$ cat src/rtl/accel_pkg.sv
// accel_pkg -- shared definitions for the accelerometer moving-average block.
//   ACCEL_W     sample / average width (signed)
//   N_LOG2_DEF  default log2 of the averaging window
//   sum_w()     running-sum width for a given window size
//   state_t     control FSM state encoding
package accel_pkg;

  localparam int ACCEL_W    = 16;
  localparam int N_LOG2_DEF = 3;

  // 2**n_log2 full-scale samples need n_log2 extra bits to sum without overflow.
  function automatic int sum_w(input int n_log2);
    return ACCEL_W + n_log2;
  endfunction

  typedef enum logic {
    FILL = 1'b0,
    RUN  = 1'b1
  } state_t;

endpackage

$ cat src/rtl/accel_avg_channel.sv
// accel_avg_channel -- one axis of the moving-average filter: circular sample
// buffer, running sum and the shift (optionally rounded) down to an average.
// Optional feature macro: ACCEL_AVG_ROUND_EN (round half up instead of floor).
// Ports:
//   clk, reset_n  clock, synchronous active-low reset
//   clear         flush buffer and sum; the average register keeps its value
//   wr_en         accept raw into buffer[wr_ptr] and update the sum
//   load_avg      capture the average of the updated sum
//   wr_ptr        shared write pointer from the controller
//   raw           signed input sample
//   avg           registered signed average
module accel_avg_channel
  import accel_pkg::*;
#(
  parameter int N_LOG2 = N_LOG2_DEF
) (
  input  logic                      clk,
  input  logic                      reset_n,
  input  logic                      clear,
  input  logic                      wr_en,
  input  logic                      load_avg,
  input  logic [N_LOG2-1:0]         wr_ptr,
  input  logic signed [ACCEL_W-1:0] raw,
  output logic signed [ACCEL_W-1:0] avg
);

  localparam int DEPTH = 1 << N_LOG2;
  localparam int SUM_W = sum_w(N_LOG2);

  logic signed [ACCEL_W-1:0] mem_q [DEPTH];
  logic signed [SUM_W-1:0]   sum_q;
  logic signed [SUM_W-1:0]   sum_next;
  logic signed [SUM_W-1:0]   raw_ext;
  logic signed [SUM_W-1:0]   old_ext;
  logic signed [ACCEL_W-1:0] avg_next;

  assign raw_ext  = {{N_LOG2{raw[ACCEL_W-1]}}, raw};
  assign old_ext  = {{N_LOG2{mem_q[wr_ptr][ACCEL_W-1]}}, mem_q[wr_ptr]};
  assign sum_next = sum_q + raw_ext - old_ext;

`ifdef ACCEL_AVG_ROUND_EN
  // One guard bit so the half-LSB add cannot wrap at positive full scale.
  localparam logic signed [SUM_W:0] RND = (SUM_W+1)'(1 << (N_LOG2-1));
  logic signed [SUM_W:0] sum_wide;
  logic signed [SUM_W:0] sum_rnd;

  assign sum_wide = {sum_next[SUM_W-1], sum_next};
  assign sum_rnd  = sum_wide + RND;
  assign avg_next = ACCEL_W'(sum_rnd >>> N_LOG2);
`else
  assign avg_next = ACCEL_W'(sum_next >>> N_LOG2);
`endif

  always_ff @(posedge clk) begin
    if (!reset_n) begin
      sum_q <= '0;
      avg   <= '0;
      for (int i = 0; i < DEPTH; i++) mem_q[i] <= '0;
    end else if (clear) begin
      sum_q <= '0;
      for (int i = 0; i < DEPTH; i++) mem_q[i] <= '0;
    end else begin
      if (wr_en) begin
        sum_q         <= sum_next;
        mem_q[wr_ptr] <= raw;
      end
      if (load_avg) avg <= avg_next;
    end
  end

endmodule

$ cat src/rtl/accel_averager.sv
// accel_averager -- three-axis moving-average filter over 2**N_LOG2 samples.
// Optional feature macro: ACCEL_AVG_ROUND_EN (round half up instead of floor).
// Ports:
//   clk, reset_n          clock, synchronous active-low reset
//   clear                 flush all window contents (wins over sample_valid)
//   sample_valid          one-cycle strobe qualifying x/y/z_raw
//   x_raw, y_raw, z_raw   signed 16-bit samples
//   x_avg, y_avg, z_avg   signed registered averages
//   avg_valid             one-cycle strobe, averages updated this cycle
//   filled                window holds a full set of samples
//
// state | meaning
// FILL  | window not yet full since reset/clear; no averages produced
// RUN   | window full; every accepted sample produces an average
module accel_averager
  import accel_pkg::*;
#(
  parameter int N_LOG2 = N_LOG2_DEF
) (
  input  logic                      clk,
  input  logic                      reset_n,
  input  logic                      clear,
  input  logic                      sample_valid,
  input  logic signed [ACCEL_W-1:0] x_raw,
  input  logic signed [ACCEL_W-1:0] y_raw,
  input  logic signed [ACCEL_W-1:0] z_raw,
  output logic signed [ACCEL_W-1:0] x_avg,
  output logic signed [ACCEL_W-1:0] y_avg,
  output logic signed [ACCEL_W-1:0] z_avg,
  output logic                      avg_valid,
  output logic                      filled
);

  state_t              state_q;
  state_t              state_d;
  logic [N_LOG2-1:0]   wr_ptr_q;
  logic [N_LOG2-1:0]   fill_cnt_q;
  logic                accept;
  logic                load_avg;

  assign accept = sample_valid & ~clear;
  assign filled = (state_q == RUN);

  always_comb begin
    state_d  = state_q;
    load_avg = 1'b0;
    case (state_q)
      FILL: begin
        // The sample that completes the window already yields an average.
        if (accept && fill_cnt_q == '1) begin
          state_d  = RUN;
          load_avg = 1'b1;
        end
      end
      RUN: begin
        if (clear) state_d = FILL;
        else       load_avg = accept;
      end
      default: state_d = FILL;
    endcase
  end

  always_ff @(posedge clk) begin
    if (!reset_n) begin
      state_q    <= FILL;
      wr_ptr_q   <= '0;
      fill_cnt_q <= '0;
      avg_valid  <= 1'b0;
    end else begin
      state_q   <= state_d;
      avg_valid <= load_avg;
      if (clear) begin
        wr_ptr_q   <= '0;
        fill_cnt_q <= '0;
      end else if (accept) begin
        wr_ptr_q <= wr_ptr_q + N_LOG2'(1);
        if (state_q == FILL) fill_cnt_q <= fill_cnt_q + N_LOG2'(1);
      end
    end
  end

  accel_avg_channel #(.N_LOG2(N_LOG2)) u_x (
    .clk(clk), .reset_n(reset_n), .clear(clear), .wr_en(accept),
    .load_avg(load_avg), .wr_ptr(wr_ptr_q), .raw(x_raw), .avg(x_avg)
  );

  accel_avg_channel #(.N_LOG2(N_LOG2)) u_y (
    .clk(clk), .reset_n(reset_n), .clear(clear), .wr_en(accept),
    .load_avg(load_avg), .wr_ptr(wr_ptr_q), .raw(y_raw), .avg(y_avg)
  );

  accel_avg_channel #(.N_LOG2(N_LOG2)) u_z (
    .clk(clk), .reset_n(reset_n), .clear(clear), .wr_en(accept),
    .load_avg(load_avg), .wr_ptr(wr_ptr_q), .raw(z_raw), .avg(z_avg)
  );

endmodule

$ cat config.mk
export PLATFORM = sky130hd
export DESIGN_NAME = accel_averager
export DESIGN_NICKNAME = d
export VERILOG_FILES = /design/src/rtl/accel_pkg.sv /design/src/rtl/accel_avg_channel.sv /design/src/rtl/accel_averager.sv
export SDC_FILE = /design/constraint.sdc
export NUM_CORES = 1
export LEC_CHECK = 0
export BUFFER_PORTS_ARGS = -buffer_cell sky130_fd_sc_hd__buf_2
export CAP_MARGIN = 25
export CORE_MARGIN = 2
export CORE_UTILIZATION = 50
export CTS_CLUSTER_SIZE = 40
export DETAILED_ROUTE_END_ITERATION = 8
export HOLD_SLACK_MARGIN = 0.15
export PLACE_DENSITY_LB_ADDON = 0.12
export SYNTH_ARGS = -nofsm -noshare
export SYNTH_HDL_FRONTEND = slang
export SYNTH_SLANG_ARGS = --single-unit
$ cat constraint.sdc
create_clock -name clk -period 11.6 [get_ports clk]
set_input_delay 0.58 -clock clk [delete_from_list [all_inputs] [get_ports clk]]
set_output_delay 0.58 -clock clk [all_outputs]
set_load 0.01 [all_outputs]
==> results by group <==
Routing
  • Post-route DRC violation count: 0
  • Routed wire length: approximately 70,000 µm
  • ANT nets after route: 0
  • Via density per instance: 6.03
  • DRT iter0 DRCs: approximately 1,400
  • DR vias: between 15,000 and 20,000
  • Routed len/inst: around 25 µm
  • First-pass DRT Iterations: 6

Power
  • Max IR drop VDD: 0.133 mV
  • Switching Share: 29.5%
  • Pleak: approximately 11 nW
  • P_sw: between 0.001 and 0.0015 W
  • Clock power frac: 35.2%
  • Internal: 0.00336 W
  • Gate power share: approximately 22%
  • Total power: roughly 0.0048 W
  • Power per cell area: ~170 mW/mm²
  • Share of power burned in registers: between 40% and 50%

Cells and area
  • Multi-input gate area: roughly 0.011 mm²
  • Area growth syn-to-layout: 11.1%
  • Nets@finish: 2,268
  • Share of layout cells above drive strength 1: 18.1%
  • Reg area: about 0.014 mm²
  • Fillers: ~4,200

Logic synthesis
  • Adder-cell share of the synthesized area: roughly 7.3%
  • Synth Flop Type: edfxtp_1
  • Synthesized net count: 2,229
  • Cells after Synth: 2,060
  • Mux share of post-synthesis cell area: 12.0%
  • Sequential share of the synthesized area: between 50 and 60%
  • EDFF count, synth: 384
  • Post-synthesis simple-gate area fraction: 13.5%
  • Netlist cell types: a little over 60
  • Ys async rst share: 0%
  • Post-Synth XOR/XNOR Area: about 1.8%
  • Synth Warn #: 0
  • Combinational family with the most area after synthesis: simple AND/OR/NAND/NOR gates
  • Syn Area/Cell: roughly 12 µm²
  • Synthesized cell area: 0.0256 mm²
  • Yosys reg bits: 500
  • Compound-Gate Fraction of Synth Area: about 6%

Global route
  • First-pass GRT wire length: around 110,000 µm
  • Total grt overflow: 0
  • Number of global-route vias before repair: 17,628
  • Gr usage total: between 20% and 30%
  • Initial antenna violation count: 1
  • Largest net degree at the start of global routing: 89

Timing
  • Slew margin rel.: between 20 and 30%
  • Clk_skew: 0.0194 ns
  • Worst Tran Pin Value: roughly 1.1 ns
  • Final hold viol count: 0
  • Min cycle time layout: between 5 and 6 ns
  • Final hold slack: between 0.2 and 0.3 ns
  • Final setup viols: 0
  • Max Fclk: roughly 190 MHz
  • Period utilization: between 40% and 50%
  • Unrepaired setup endpoints after global routing: false
  • Fin. max-slew vios: 0
  • Setup_tns: 0 ns

Setup path
  • RR Endpoint: u_z.sum_q[18]
  • Crit path kind: register to register
  • Worst Setup End Kind: register
  • CP peak stage delay: around 0.84 ns
  • Slowest-stage cell, CP: buf_4
  • CP arrival: 5.77 ns
  • Setup crit start kind: register
  • Max Fanout on Critical Path: 45
  • CP Data Required Time: 12.05 ns
  • R2R Setup Slk: roughly 6.3 ns
  • Reg2Reg Depth: 15
  • Cell mode on critical path: ha_1
  • Cell Chain, Critical Path: buf_4 > mux4_2 > mux2_2 > ha_1 > inv_1 > ha_1 > fa_1 > a21o_1 > nand4_1 > nand3_1 > a211o_1 > o32ai_2 > o21ai_1 > xnor2_1 > a21oi_1

Floorplan
  • Die area: 0.0530 mm²
  • Initial Util: 50.8%
  • Row Count: 82
  • Io pins: between 100 and 150
  • Die height: 230 µm
  • Core ar.: between 0.05 and 0.06 mm²
  • Die W: approximately 230 µm

Min path
  • Worst hold stages: 2
  • Worst Hold Endpoint: u_x.mem_q[4][6]
  • Hold Startpoint: x_raw[6]
  • Hold Crit Class: input port to register

Clock network
  • CTS sink count: 500
  • Longest Clk Path Bufs: 3
  • Clk root buf: clkbuf_16
  • Resize count post-CTS: 0
  • Inserted Clock Buffers: between 50 and 60
  • Clk Latency, worst-skew pair: a little over 0.6 ns
  • Post-CTS setup buffer count: 0
  • Depth of the CTS H-tree: 2
  • Hold Buf Count CTS: 0
  • Clock transition at path regs: ~0.06 ns
  • TritonCTS clock tree: yes

Place
  • Port buffer count: a little over 100
  • DP HPWL: between 40,000 and 50,000 µm
  • Routability Congestion: just under 0.9

Run
  • MaxCap Viol Count: 0

Status
  • Status: finished clean
[Yosys cell counts, types with 9 or more instances]
| library cell | n | area (µm²) |
|---|---|---|
| clkbuf_1 | 130 | 488 |
| nand2_1 | 86 | 323 |
| and2_1 | 179 | 1120 |
| nand3_1 | 24 | 120 |
| nand2b_1 | 13 | 81.3 |
| o21ai_0 | 47 | 235 |
| xnor2_1 | 40 | 350 |
| buf_2 | 15 | 75.1 |
| fa_1 | 54 | 1080 |
| xor2_1 | 12 | 105 |
| nor2_1 | 68 | 255 |
| mux2_2 | 41 | 462 |
| dfxtp_1 | 116 | 2320 |
| or3_1 | 15 | 93.8 |
| a211oi_1 | 12 | 90.1 |
| o21ai_1 | 13 | 65.1 |
| a21oi_1 | 47 | 235 |
| mux2i_1 | 44 | 440 |
| nor4_1 | 169 | 1060 |
| mux4_2 | 96 | 2160 |
| inv_1 | 202 | 758 |
| nor3_1 | 51 | 255 |
| a21o_1 | 31 | 233 |
| nand4_1 | 9 | 56.3 |
| edfxtp_1 | 384 | 11500 |
| ha_1 | 63 | 788 |
| a21boi_0 | 27 | 203 |
[kinds of logic after synthesis]
| group | after synthesis |
|---|---|
| compound gates | 231 |
| xor+xnor | 52 |
| fa+ha+maj | 117 |
| buf+inv | 350 |
| flops | 500 |
| mux | 181 |
| simple gates | 629 |
[registers in the layout (all words and copies together) (netlist names), 3 cells and up, named ones only]
signal / flops
fill_cnt_q: 3
u_x.avg: 16
u_x.mem_q: 128
u_x.sum_q: 19
u_y.avg: 16
u_y.mem_q: 128
u_y.sum_q: 19
u_z.avg: 16
u_z.mem_q: 128
u_z.sum_q: 19
wr_ptr_q: 3
[worst max-delay path: cells and delay by family (launching register included)]
kind / cells / cell delay (ns)
AOI/OAI and AO/OA: 5 / 1.14
adders and majority gates: 3 / 0.93
muxes: 2 / 0.89
buffers and inverters: 2 / 0.88
DFF: 1 / 0.72
and+or+nand+nor: 2 / 0.32
xor gates and xnor gates: 1 / 0.22
[worst max path at each step]
stage / from / endpoint / slack [ns] / cells past startpoint
2_1_floorplan: reset_n / u_x.mem_q[7][0] / 6.04 / 6
6_report: register / u_z.sum_q[18] / 6.29 / 15
4_1_cts: register / u_z.sum_q[18] / 6.18 / 15
5_1_grt: register / u_z.sum_q[18] / 5.88 / 15
3_3_place_gp: register / u_z.sum_q[18] / 6.24 / 15
3_5_place_dp: register / u_z.sum_q[18] / 6.21 / 15
[power by group through the flow]
stage / registers, W / logic, W / clock network [W]
6_report: 0.00205 / 0.00105 / 0.00168
5_1_grt: 0.00205 / 0.00116 / 0.00176
4_1_cts: 0.00205 / 0.00105 / 0.00170
3_5_place_dp: 0.00208 / 0.00104 / 0
3_3_place_gp: 0.00208 / 0.00103 / 0
2_1_floorplan: 0.00207 / 0.000780 / 0
[through the flow]
stage	util, %	area, µm²	setup slack (ns)	instances
2_1_floorplan	-	25600	6.04	2060
3_3_place_gp	53.0	26700	6.24	2714
3_5_place_dp	53.1	26700	6.21	2715
4_1_cts	56.4	28400	6.18	2816
5_1_grt	56.5	28400	5.88	2817
6_report	56.5	28400	6.29	2818
[per-layer routing]
metal / track usage (%) / share of wire (%) / wire length [µm]
met1: 35.3 / 41 / 29100
met2: 46.4 / 50 / 35000
met3: 3.22 / 5.6 / 3920
met4: 10.2 / 3.7 / 2590
met5: 0 / 0 / 0
[final cells by class]
cell class | count | area share (%)
timing repair buffer | 131 | 2.62
multi-input combinational | 1210 | 37.0
clock buffer | 79 | 5.30
antenna | 2 | 0.0176
sequential | 500 | 48.8
inverter | 202 | 2.67
clock inverter | 22 | 0.691
tap | 672 | 2.96
[placed cells by master, fill, tap and decap left out, types with 6 or more instances in the layout]
cell,n
mux2_2,41
o21a_1,6
a211oi_1,12
a21o_1,31
fa_1,54
nand2b_2,7
nor3_1,51
and2_1,179
clkbuf_1,20
xnor2_1,40
or3_1,15
ha_1,63
nand3_1,23
clkinv_2,7
nor2_1,68
clkinvlp_4,6
buf_4,30
nand2_1,83
dfxtp_1,110
buf_2,100
xor2_1,12
clkbuf_16,55
inv_1,202
a21oi_1,47
o21ai_1,12
nand4_1,9
edfxtp_1,384
mux2i_1,44
a21boi_0,27
o21bai_1,8
o21ai_0,45
mux4_2,96
nor4_1,166
Note: power is estimated with default switching activity, not from simulation.
